**config.mk**
```make
export PLATFORM = sky130hd
export DESIGN_NAME = hwpe_stream_loopback
export DESIGN_NICKNAME = d
export VERILOG_FILES = /design/src/rtl/hwpe_stream_loopback_pkg.sv /design/src/rtl/hwpe_loopback_fifo.sv /design/src/rtl/hwpe_stream_loopback.sv
export SDC_FILE = /design/constraint.sdc
export NUM_CORES = 1
export LEC_CHECK = 0
export CORE_ASPECT_RATIO = 1.4
export CORE_MARGIN = 2
export CORE_UTILIZATION = 58
export DETAILED_ROUTE_END_ITERATION = 12
export PLACE_DENSITY = 0.93
export RECOVER_POWER = 25
export SYNTH_ARGS = -nofsm -noshare
export SYNTH_HDL_FRONTEND = slang
export SYNTH_SLANG_ARGS = --single-unit
```
**constraint.sdc**
```tcl
create_clock -name clk_i -period 8.9 [get_ports clk_i]
set_input_delay 1.78 -clock clk_i [delete_from_list [all_inputs] [get_ports clk_i]]
set_output_delay 1.78 -clock clk_i [all_outputs]
set_load 0.02 [all_outputs]
```
**src/rtl/hwpe_stream_loopback_pkg.sv**
```systemverilog
// Shared types for the TCDM loopback streamer.
// Control/flag bundles for source, sink and FIFOs.
package hwpe_stream_loopback_pkg;

  typedef struct packed {
    logic [31:0] base_addr;
    logic [31:0] trans_size;
    logic [31:0] line_stride;
    logic [15:0] line_length;
    logic [31:0] feat_stride;
    logic [15:0] feat_length;
    logic [15:0] feat_roll;
    logic        loop_outer;
    logic        realign_type;
    logic [7:0]  line_length_remainder;
  } ctrl_addressgen_t;

  typedef struct packed {
    logic             req_start;
    ctrl_addressgen_t addressgen_ctrl;
  } ctrl_sourcesink_t;

  typedef struct packed {
    logic ready_start;
    logic done;
  } flags_sourcesink_t;

  typedef struct packed {
    logic empty;
    logic full;
  } flags_fifo_t;

  typedef enum logic {
    ENG_IDLE,
    ENG_BUSY
  } eng_state_e;

  // A zero line length behaves like a line of one word.
  function automatic logic line_wrap(
    input logic [15:0] col,
    input logic [15:0] len
  );
    return (len == 16'd0) || (col == len - 16'd1);
  endfunction

endpackage

```
**src/rtl/hwpe_loopback_fifo.sv**
```systemverilog
// Synchronous circular FIFO with occupancy count.
// Push on full is accepted only alongside a valid pop.
module hwpe_loopback_fifo
  import hwpe_stream_loopback_pkg::*;
#(
  parameter int unsigned DATA_WIDTH = 32,
  parameter int unsigned DEPTH      = 4,
  localparam int unsigned AW = (DEPTH > 1) ? $clog2(DEPTH) : 1,
  localparam int unsigned CW = $clog2(DEPTH + 1)
) (
  input  logic                  clk_i,
  input  logic                  rst_i,
  input  logic                  clear_i,
  input  logic                  push_i,
  input  logic [DATA_WIDTH-1:0] data_i,
  input  logic                  pop_i,
  output logic [DATA_WIDTH-1:0] data_o,
  output logic [CW-1:0]         count_o,
  output flags_fifo_t           flags_o
);

  logic [DATA_WIDTH-1:0] r_mem [DEPTH];
  logic [AW-1:0]         r_wptr;
  logic [AW-1:0]         r_rptr;
  logic [CW-1:0]         r_cnt;
  logic                  w_empty;
  logic                  w_full;
  logic                  w_pop;
  logic                  w_push;

  function automatic logic [AW-1:0] ptr_inc(
    input logic [AW-1:0] p
  );
    return (p == AW'(DEPTH - 1)) ? '0 : p + AW'(1);
  endfunction

  assign w_empty = (r_cnt == '0);
  assign w_full  = (r_cnt == CW'(DEPTH));
  assign w_pop   = pop_i && !w_empty;
  assign w_push  = push_i && (!w_full || w_pop);

  always_ff @(posedge clk_i) begin
    if (rst_i || clear_i) begin
      r_wptr <= '0;
      r_rptr <= '0;
      r_cnt  <= '0;
    end else begin
      if (w_push) r_wptr <= ptr_inc(r_wptr);
      if (w_pop)  r_rptr <= ptr_inc(r_rptr);
      if (w_push && !w_pop)
        r_cnt <= r_cnt + CW'(1);
      else if (w_pop && !w_push)
        r_cnt <= r_cnt - CW'(1);
    end
  end

  always_ff @(posedge clk_i) begin
    if (w_push) r_mem[r_wptr] <= data_i;
  end

  assign data_o        = r_mem[r_rptr];
  assign count_o       = r_cnt;
  assign flags_o.empty = w_empty;
  assign flags_o.full  = w_full;

endmodule

```
**src/rtl/hwpe_stream_loopback.sv**
```systemverilog
// TCDM loopback: source reads words into a load FIFO,
// words move to a store FIFO, sink writes them back.
module hwpe_stream_loopback
  import hwpe_stream_loopback_pkg::*;
#(
  parameter int unsigned DATA_WIDTH    = 32,
  parameter int unsigned NB_TCDM_PORTS = 1,
  parameter int unsigned FIFO_DEPTH    = 4
) (
  input  logic                  clk_i,
  input  logic                  rst_i,
  input  logic                  clear_i,
  output logic                  load_req_o,
  output logic [31:0]           load_add_o,
  output logic                  load_wen_o,
  output logic [3:0]            load_be_o,
  output logic [DATA_WIDTH-1:0] load_data_o,
  input  logic                  load_gnt_i,
  input  logic [DATA_WIDTH-1:0] load_r_data_i,
  input  logic                  load_r_valid_i,
  output logic                  store_req_o,
  output logic [31:0]           store_add_o,
  output logic                  store_wen_o,
  output logic [3:0]            store_be_o,
  output logic [DATA_WIDTH-1:0] store_data_o,
  input  logic                  store_gnt_i,
  input  ctrl_sourcesink_t      source_ctrl_i,
  input  ctrl_sourcesink_t      sink_ctrl_i,
  output flags_sourcesink_t     source_flags_o,
  output flags_sourcesink_t     sink_flags_o,
  output flags_fifo_t           load_fifo_flags_o,
  output flags_fifo_t           store_fifo_flags_o
);

  localparam int unsigned CW = $clog2(FIFO_DEPTH + 1);

  logic w_rst;
  assign w_rst = rst_i || clear_i;

  // ---------------- source engine ----------------
  eng_state_e  r_src_state;
  eng_state_e  w_src_next;
  logic [31:0] r_src_size;
  logic [31:0] r_src_stride;
  logic [15:0] r_src_len;
  logic [31:0] r_src_line;
  logic [15:0] r_src_col;
  logic [31:0] r_src_issued;
  logic [31:0] r_src_recv;
  logic [CW-1:0] r_src_outst;
  logic          w_src_start;
  logic          w_src_fire;
  logic          w_src_push;
  logic          w_src_req;
  logic          w_src_done;
  logic [CW-1:0] w_load_cnt;
  logic [CW-1:0] w_load_free;

  assign w_src_start = (r_src_state == ENG_IDLE)
                    && source_ctrl_i.req_start;
  assign w_load_free = CW'(FIFO_DEPTH) - w_load_cnt;
  // Responses with nothing outstanding predate a reset.
  assign w_src_push  = load_r_valid_i && (r_src_outst != '0);
  assign w_src_fire  = w_src_req && load_gnt_i;

  always_ff @(posedge clk_i) begin
    if (w_rst) r_src_state <= ENG_IDLE;
    else       r_src_state <= w_src_next;
  end

  always_comb begin
    w_src_next = r_src_state;
    w_src_req  = 1'b0;
    w_src_done = 1'b0;
    case (r_src_state)
      ENG_IDLE: begin
        if (source_ctrl_i.req_start) w_src_next = ENG_BUSY;
      end
      ENG_BUSY: begin
        w_src_req  = (r_src_issued != r_src_size)
                  && (w_load_free > r_src_outst);
        w_src_done = (r_src_size == '0)
                  || (w_src_push
                      && r_src_recv == r_src_size - 32'd1);
        if (w_src_done) w_src_next = ENG_IDLE;
      end
    endcase
  end

  always_ff @(posedge clk_i) begin
    if (w_rst) begin
      r_src_size   <= '0;
      r_src_stride <= '0;
      r_src_len    <= '0;
      r_src_line   <= '0;
      r_src_col    <= '0;
      r_src_issued <= '0;
      r_src_recv   <= '0;
      r_src_outst  <= '0;
    end else begin
      if (w_src_start) begin
        r_src_size   <= source_ctrl_i.addressgen_ctrl.trans_size;
        r_src_stride <= source_ctrl_i.addressgen_ctrl.line_stride;
        r_src_len    <= source_ctrl_i.addressgen_ctrl.line_length;
        r_src_line   <= source_ctrl_i.addressgen_ctrl.base_addr;
        r_src_col    <= '0;
        r_src_issued <= '0;
        r_src_recv   <= '0;
      end else begin
        if (w_src_fire) begin
          r_src_issued <= r_src_issued + 32'd1;
          if (line_wrap(r_src_col, r_src_len)) begin
            r_src_col  <= '0;
            r_src_line <= r_src_line + r_src_stride;
          end else begin
            r_src_col  <= r_src_col + 16'd1;
          end
        end
        if (w_src_push) r_src_recv <= r_src_recv + 32'd1;
      end
      if (w_src_fire && !w_src_push)
        r_src_outst <= r_src_outst + CW'(1);
      else if (!w_src_fire && w_src_push)
        r_src_outst <= r_src_outst - CW'(1);
    end
  end

  assign load_req_o  = w_src_req;
  assign load_add_o  = w_src_req
                     ? r_src_line + 32'({r_src_col, 2'b00})
                     : '0;
  assign load_wen_o  = w_src_req;
  assign load_be_o   = {4{w_src_req}};
  assign load_data_o = '0;

  assign source_flags_o.ready_start = (r_src_state == ENG_IDLE);
  assign source_flags_o.done        = w_src_done;

  // ---------------- FIFOs ----------------
  logic [DATA_WIDTH-1:0] w_load_head;
  logic [DATA_WIDTH-1:0] w_store_head;
  logic [CW-1:0]         w_store_cnt;
  logic                  w_move;
  logic                  w_snk_fire;

  assign w_move = !load_fifo_flags_o.empty
               && !store_fifo_flags_o.full;

  hwpe_loopback_fifo #(
    .DATA_WIDTH (DATA_WIDTH),
    .DEPTH      (FIFO_DEPTH)
  ) i_load_fifo (
    .clk_i   (clk_i),
    .rst_i   (rst_i),
    .clear_i (clear_i),
    .push_i  (w_src_push),
    .data_i  (load_r_data_i),
    .pop_i   (w_move),
    .data_o  (w_load_head),
    .count_o (w_load_cnt),
    .flags_o (load_fifo_flags_o)
  );

  hwpe_loopback_fifo #(
    .DATA_WIDTH (DATA_WIDTH),
    .DEPTH      (FIFO_DEPTH)
  ) i_store_fifo (
    .clk_i   (clk_i),
    .rst_i   (rst_i),
    .clear_i (clear_i),
    .push_i  (w_move),
    .data_i  (w_load_head),
    .pop_i   (w_snk_fire),
    .data_o  (w_store_head),
    .count_o (w_store_cnt),
    .flags_o (store_fifo_flags_o)
  );

  // ---------------- sink engine ----------------
  eng_state_e  r_snk_state;
  eng_state_e  w_snk_next;
  logic [31:0] r_snk_size;
  logic [31:0] r_snk_stride;
  logic [15:0] r_snk_len;
  logic [31:0] r_snk_line;
  logic [15:0] r_snk_col;
  logic [31:0] r_snk_written;
  logic        w_snk_start;
  logic        w_snk_req;
  logic        w_snk_done;

  assign w_snk_start = (r_snk_state == ENG_IDLE)
                    && sink_ctrl_i.req_start;
  assign w_snk_fire  = w_snk_req && store_gnt_i;

  always_ff @(posedge clk_i) begin
    if (w_rst) r_snk_state <= ENG_IDLE;
    else       r_snk_state <= w_snk_next;
  end

  always_comb begin
    w_snk_next = r_snk_state;
    w_snk_req  = 1'b0;
    w_snk_done = 1'b0;
    case (r_snk_state)
      ENG_IDLE: begin
        if (sink_ctrl_i.req_start) w_snk_next = ENG_BUSY;
      end
      ENG_BUSY: begin
        w_snk_req  = (r_snk_written != r_snk_size)
                  && !store_fifo_flags_o.empty;
        w_snk_done = (r_snk_size == '0)
                  || (store_gnt_i && w_snk_req
                      && r_snk_written == r_snk_size - 32'd1);
        if (w_snk_done) w_snk_next = ENG_IDLE;
      end
    endcase
  end

  always_ff @(posedge clk_i) begin
    if (w_rst) begin
      r_snk_size    <= '0;
      r_snk_stride  <= '0;
      r_snk_len     <= '0;
      r_snk_line    <= '0;
      r_snk_col     <= '0;
      r_snk_written <= '0;
    end else if (w_snk_start) begin
      r_snk_size    <= sink_ctrl_i.addressgen_ctrl.trans_size;
      r_snk_stride  <= sink_ctrl_i.addressgen_ctrl.line_stride;
      r_snk_len     <= sink_ctrl_i.addressgen_ctrl.line_length;
      r_snk_line    <= sink_ctrl_i.addressgen_ctrl.base_addr;
      r_snk_col     <= '0;
      r_snk_written <= '0;
    end else if (w_snk_fire) begin
      r_snk_written <= r_snk_written + 32'd1;
      if (line_wrap(r_snk_col, r_snk_len)) begin
        r_snk_col  <= '0;
        r_snk_line <= r_snk_line + r_snk_stride;
      end else begin
        r_snk_col  <= r_snk_col + 16'd1;
      end
    end
  end

  assign store_req_o  = w_snk_req;
  assign store_add_o  = w_snk_req
                      ? r_snk_line + 32'({r_snk_col, 2'b00})
                      : '0;
  assign store_wen_o  = 1'b0;
  assign store_be_o   = {4{w_snk_req}};
  assign store_data_o = w_snk_req ? w_store_head : '0;

  assign sink_flags_o.ready_start = (r_snk_state == ENG_IDLE);
  assign sink_flags_o.done        = w_snk_done;

  // Multi-dimensional addressing fields have no effect here.
  logic w_unused;
  assign w_unused = ^{
    source_ctrl_i.addressgen_ctrl.feat_stride,
    source_ctrl_i.addressgen_ctrl.feat_length,
    source_ctrl_i.addressgen_ctrl.feat_roll,
    source_ctrl_i.addressgen_ctrl.loop_outer,
    source_ctrl_i.addressgen_ctrl.realign_type,
    source_ctrl_i.addressgen_ctrl.line_length_remainder,
    sink_ctrl_i.addressgen_ctrl.feat_stride,
    sink_ctrl_i.addressgen_ctrl.feat_length,
    sink_ctrl_i.addressgen_ctrl.feat_roll,
    sink_ctrl_i.addressgen_ctrl.loop_outer,
    sink_ctrl_i.addressgen_ctrl.realign_type,
    sink_ctrl_i.addressgen_ctrl.line_length_remainder,
    w_store_cnt,
    1'(NB_TCDM_PORTS)
  };

endmodule

```
==> results_dict.tcl, run 1 <==
set metrics [dict create \
    drive_gt1_frac 0.0631 \
    root_buffer "clkbuf_16" \
    final_cell_area_um2 39800 \
    finalCriticalPeriod_ps 6890 \
    async_flop_share 0 \
    min-delay-start "r_snk_stride[9]" \
    skew_ps 56.4 \
    track_usage 0.319 \
    post_cts_resized 0 \
    cap_viol_max_count 1 \
    ys_ff_latch 631 \
    tightestPinTransition_ps 2970 \
    synth_compound_area_frac 0.127 \
    grt_max_degree 92 \
    finalHoldViolCount 0 \
    cp_max_fo 6 \
    end_kind "primary output" \
    initial_core_util 0.587 \
    met1_usage 0.381 \
    reg2reg_to "r_snk_line[16]" \
    grt_use_met2 0.563 \
    final_common_cell "nand2_1" \
    detail_route.iter0.violations 2438 \
    syn_area_um2 33800 \
    clock-sinks 631 \
    clkLatencyLatePin_ps 660 \
    hold_class "flop to flop" \
    crit_path_frequent_cell "clkdlybuf4s50_1" \
    outcome "complete, but fails checks" \
    max_freq_mhz 145 \
    r2r-start "r_snk_size[26]" \
    slew-limit-headroom -0.981 \
    port_buffers 378 \
    fin_crit_sh 0.774 \
    clkTransAtPathRegs_ps 60 \
    cts_hold_buf 0 \
    dpl_cell_area_um2 37800 \
    cp-start-kind "input pin" \
    core-area_um2 57500 \
    first_pass_iters 6 \
    cp.required_ps 7120 \
    antenna_found_initial 4 \
    area_growth_pct 17.8 \
    grt_util_met3 0.0581 \
    grt_pass1_wl_mm 151 \
    drc 0 \
    peakVddDrop_uv 252 \
    top_usage_layer "met2" \
    failed_checks "capacitance limit, slew limit" \
    fp.dieArea_um2 60200 \
    grt_pass1_vias 27206 \
    cts.htree.levels 2 \
    ys_warn_count 0 \
    crit_type "input pin to primary output" \
    power_leakage_nw 14.6 \
    ios 560 \
    chipWidth_um 208 \
    hold_end "r_snk_stride[9]" \
    cts_tree "built" \
    num-fill-cells 4196 \
    mostFrequentLayoutCells "483 x nand2_1, 374 x dfxtp_1, 346 x clkdlybuf4s50_1, 316 x a21oi_1, 314 x nor2_1" \
    routed_via_density 6.09 \
    clockBufferDepth 3 \
    place.gp.congestion 0.974 \
    synth-adder-area-share 0.0508 \
    wl_per_cell_um 21.3 \
    path_cells "clkdlybuf4s50_1 -> o31a_1 -> inv_1 -> nor3_1 -> nand3_1 -> a2111oi_0 -> nor4b_1 -> and3_1 -> nand4_1 -> o31ai_1 -> and2_1 -> clkdlybuf4s50_1" \
    synth_simple_gate_area_frac 0.185 \
    die_height_um 289 \
    synth_ff_type "dfxtp_1" \
    cp_slowest_cell "clkdlybuf4s50_1" \
    fin_tns_setup_ps 0 \
    wl_mm 98.4 \
    synth_top_family_by_area "simple AND/OR/NAND/NOR gates" \
    avgSynthCellArea_um2 9.54 \
    cts_buffers 59 \
    drv_slew 33 \
    hold_depth 2 \
    worstPathArrival_ps 5110 \
    grt_remaining_overflow 0 \
    synthMuxAreaShare 0.0551 \
    syn_inst 3539 \
    rsz0062_at_grt "false" \
    power_density_nw_per_um2 185 \
    synth-edff-count 256 \
    vias 28094 \
    place_hpwl_mm 69.7 \
    yosysSeqAreaShare 0.450 \
    fin_nets 4361 \
    synth_xor_area_frac 0.0929 \
    drtAntennaViolNets 0 \
    setup_viol 0 \
    crit_buf_inv 3 \
    critical-path-top-delay-family "buffers and inverters" \
    rrSetupSlack_ps 4550 \
    num_rows 104 \
    max_stage_delay_ps 620 \
    netlist-cell-type-count 87 \
    rr_worst_depth 13 \
    postCtsSetupRepairBufs 0 \
]
registers in the layout (all words and copies together), names as in the netlist, 3 cells and up, named ones only:
signal	flops
r_snk_written	32
r_src_line	32
r_snk_len	16
i_load_fifo.count_o	3
r_snk_line	32
r_src_outst	3
r_snk_size	32
i_load_fifo.r_mem	128
r_src_col	16
r_src_recv	32
r_src_stride	32
r_snk_col	16
r_src_len	16
i_store_fifo.count_o	3
r_src_issued	32
i_store_fifo.r_mem	128
r_snk_stride	32
r_src_size	32
how the worst max path moves through the flow:
stage,endpoint,startpoint,cells after the start
global route,source_flags_o[0],load_r_valid_i,12
finish,source_flags_o[0],load_r_valid_i,12
floorplan,source_flags_o[0],load_r_valid_i,11
CTS,source_flags_o[0],load_r_valid_i,12
detailed placement,source_flags_o[0],load_r_valid_i,12
global placement,source_flags_o[0],load_r_valid_i,12
power breakdown:
| group | leakage (nW) | internal (mW) | switching (mW) |
|---|---|---|---|
| combinational | 8.27 | 0.623 | 0.803 |
| clock | 0.944 | 1.40 | 1.17 |
| sequential | 5.35 | 3.25 | 0.106 |
| total | 14.6 | 5.27 | 2.08 |
per-layer routing:
metal | part of all wire | vias to the layer above
met5 | 0.00025 | -
met4 | 0.048 | 4
met3 | 0.083 | 267
met2 | 0.49 | 1310
met1 | 0.38 | 13435
li1 | - | 13078
synth_stat cells, drive strengths merged, types with 15 or more instances:
library cell    n  area share
nor2b          66       0.012
buf            78       0.016
ha            126       0.047
o211ai         15      0.0033
nor2          316       0.035
a21oi         317       0.047
nor3           65       0.011
nand3          83       0.013
dfxtp         375        0.22
and3           60       0.011
nor4           30      0.0066
edfxtp        256        0.23
o21a           20      0.0044
xnor2         146       0.038
a31oi          20      0.0037
nand2b         19      0.0035
xor2          212       0.055
nand4          55       0.010
a21o           42      0.0093
clkbuf        145       0.016
o21bai         19      0.0042
o21ai         145       0.021
mux2i          33      0.0098
and2           27      0.0050
inv            63      0.0070
mux4           65       0.043
or3            43      0.0081
nand2         487       0.054
a211oi         40      0.0099
tightest hold or removal path: cells and delay by family, from the launching register on:
| kind | cells | cell delay, ps |
|---|---|---|
| flip-flops | 1 | 310 |
| AO/OA/AOI/OAI | 1 | 50 |
| AND/OR/NAND/NOR | 1 | 50 |
layout make-up:
cell class,instances,area [um2],share of cell area
flip-flops and latches,631,15200,0.382
well taps,742,928,0.0233
inverters,64,240,0.00604
clock buffers,83,1650,0.0414
repair buffers,407,4000,0.101
multi-input cells,2653,17400,0.438
diodes,3,7.51,0.000189
clock inverters,27,315,0.00793
cell families (layout without fill, tap and decap cells):
| kind of cell | after synthesis | count (layout) |
|---|---|---|
| multiplexers | 104 | 104 |
| XOR/XNOR | 358 | 358 |
| flip-flops | 631 | 631 |
| adder cells (fa/ha/maj) | 133 | 133 |
| AO/OA/AOI/OAI | 709 | 709 |
| AND/OR/NAND/NOR | 1316 | 1316 |
| other | 1 | 36 |
| buffers and inverters | 287 | 581 |
stage by stage:
step / hold WS (ps) / total power [mW] / util / instances / setup WS (ps)
floorplan: 441 / 4.34 / - / 3571 / 3560
global placement: 448 / 4.76 / 0.657 / 4497 / 2040
detailed placement: 452 / 4.82 / 0.657 / 4497 / 2000
CTS: 462 / 7.37 / 0.691 / 4607 / 1990
global route: 482 / 7.62 / 0.691 / 4609 / 1850
finish: 460 / 7.35 / 0.691 / 4610 / 2010
No activity file was read; power rests on OpenSTA's default activity.
==> inputs of run 2 (changes only) <==
--- a/config.mk
+++ b/config.mk
@@ -7,9 +7,9 @@
 export LEC_CHECK = 0
 export CORE_ASPECT_RATIO = 1.4
 export CORE_MARGIN = 2
-export CORE_UTILIZATION = 58
+export CORE_UTILIZATION = 49
 export DETAILED_ROUTE_END_ITERATION = 12
-export PLACE_DENSITY = 0.93
+export PLACE_DENSITY = 0.84
 export RECOVER_POWER = 25
 export SYNTH_ARGS = -nofsm -noshare
 export SYNTH_HDL_FRONTEND = slang
==> constraint.sdc (replaced) <==
create_clock -name clk_i -period 5.9 [get_ports clk_i]
set_input_delay 1.18 -clock clk_i [delete_from_list [all_inputs] [get_ports clk_i]]
set_output_delay 1.18 -clock clk_i [all_outputs]
set_load 0.02 [all_outputs]
==> run 2 against run 1 <==
The flow still finishes with violations (capacitance limit, slew limit). Cell area rose by 1.6%. Sequential cell count did not move. Routed wire length fell by 0.28%. Via count fell by 1.5%. Sequential share of layout area fell by 0.58 points. Die area rose by 18%. Critical path type is now flop to primary output.
==> results_dict.tcl, run 2 (synthesized netlist as in run 1, its figures left out) <==
set metrics [dict create \
    critical-path-top-delay-family "simple AND/OR/NAND/NOR gates" \
    fin_tns_setup_ps 0 \
    rr_worst_depth 10 \
    crit_buf_inv 1 \
    antenna_found_initial 21 \
    cp_slowest_cell "clkdlybuf4s50_1" \
    clockBufferDepth 3 \
    failed_checks "capacitance limit, slew limit" \
    place.gp.congestion 0.962 \
    cap_viol_max_count 1 \
    top_regs "i_load_fifo.r_mem: 128 flops, i_store_fifo.r_mem: 128 flops" \
    track_usage 0.271 \
    startpoint "r_snk_size[8]" \
    cp-start-kind "flop" \
    reg2reg_to "r_snk_line[16]" \
    grt_pass1_wl_mm 150 \
    outcome "complete, but fails checks" \
    cts_buffers 61 \
    core-area_um2 68000 \
    grt_remaining_overflow 0 \
    setup_viol 0 \
    worstPathArrival_ps 4540 \
    cts_tree "built" \
    grt_max_degree 85 \
    power.total_mw 11.6 \
    power_leakage_nw 14.8 \
    chipWidth_um 226 \
    mostFrequentLayoutCells "483 x nand2_1, 373 x dfxtp_1, 342 x clkdlybuf4s50_1, 315 x a21oi_1, 314 x nor2_1" \
    area_growth_pct 19.6 \
    cp_max_fo 7 \
    tightestPinTransition_ps 2990 \
    finalCriticalPeriod_ps 5720 \
    ios 560 \
    end_kind "primary output" \
    fin_nets 4368 \
    routed_via_density 5.76 \
    crit_type "flop to primary output" \
    clkLatencyLatePin_ps 680 \
    dp_cells 4680 \
    cp-endpoint "sink_flags_o[0]" \
    setup_slack_ps 178 \
    wl_mm 98.1 \
    stdcell_count 4801 \
    fp.dieArea_um2 71100 \
    port_buffers 378 \
    slew-limit-headroom -0.996 \
    clock-sinks 631 \
    max_freq_mhz 175 \
    path_cells "or4_4 -> nor4_4 -> nand3_4 -> nor3_2 -> mux2i_1 -> or4_1 -> or4_1 -> o31ai_2 -> clkdlybuf4s50_1" \
    crit_path_frequent_cell "or4_1" \
    first_pass_iters 8 \
    final_common_cell "nand2_1" \
    die_height_um 315 \
    power_density_nw_per_um2 287 \
    fin_util 0.594 \
    met1_usage 0.328 \
    detail_route.iter0.violations 2108 \
    drv_slew 33 \
    r2r-start "r_snk_len[4]" \
    drive_gt1_frac 0.0679 \
    wl_per_cell_um 20.4 \
    drc 0 \
    top_usage_layer "met2" \
    root_buffer "clkbuf_16" \
    grt_util_met3 0.0609 \
    hold_class "flop to flop" \
    peakVddDrop_uv 318 \
    max_stage_delay_ps 730 \
    dp_slack_ps 502 \
    drtAntennaViolNets 0 \
    cts_hold_buf 0 \
    clkTransAtPathRegs_ps 60 \
    grt_use_met2 0.461 \
    place_hpwl_mm 71.0 \
    skew_ps 46.0 \
    cp.required_ps 4720 \
    crit_cells 9 \
    initial_core_util 0.497 \
    grt_pass1_vias 26464 \
    num_rows 113 \
    fin_crit_sh 0.970 \
    finalHoldViolCount 0 \
    cts.htree.levels 2 \
    rrSetupSlack_ps 1610 \
    vias 27676 \
]
-- run 2: how the worst min path moves through the flow --
stage / cells after the start / to / from
after global placement: 2 / r_snk_stride[0] / r_snk_stride[0]
after floorplan: 2 / r_snk_stride[0] / r_snk_stride[0]
final: 2 / r_src_stride[25] / r_src_stride[25]
after CTS: 2 / r_src_stride[27] / r_src_stride[27]
after global routing: 2 / r_snk_stride[25] / r_snk_stride[25]
after detailed placement: 2 / r_src_stride[27] / r_src_stride[27]
-- run 2: per-stage QoR --
stage	hold WS (ps)	instance area (um2)
after CTS	462	40300
after global placement	448	38100
after floorplan	441	33900
after global routing	485	40400
after detailed placement	454	38100
final	462	40400
-- run 2: worst min-delay path: stages, from the launching register on --
cell     delay, ps
dfxtp_1        310
nand2_1         50
a21oi_1         50
-- run 2: area by class of cell --
class                   instances  area (um2)
inverters                      64         240
clock buffers                  79        1690
clock inverters                36         586
repair buffers                412        4050
well taps                     920        1150
diodes                          6        15.0
multi-input cells            2653       17400
fillers                      5709       27600
flip-flops and latches        631       15200
-- run 2: repair_timing --
action,4_1_cts,5_1_grt
gates resized for setup,0,6
setup buffers,0,0
setup endpoints to repair,0,10
-- run 2: metal layers --
layer / vias to the layer above / share of wire
met5: - / 0.0020
met4: 30 / 0.042
met3: 251 / 0.083
met2: 1059 / 0.48
met1: 13232 / 0.39
li1: 13104 / -
-- run 2: where the power goes --
part	leakage [nW]	internal, mW	switching (mW)	total [mW]
registers	5.35	4.90	0.157	5.05
clock network	1.10	2.58	1.80	4.37
logic	8.36	0.942	1.21	2.15
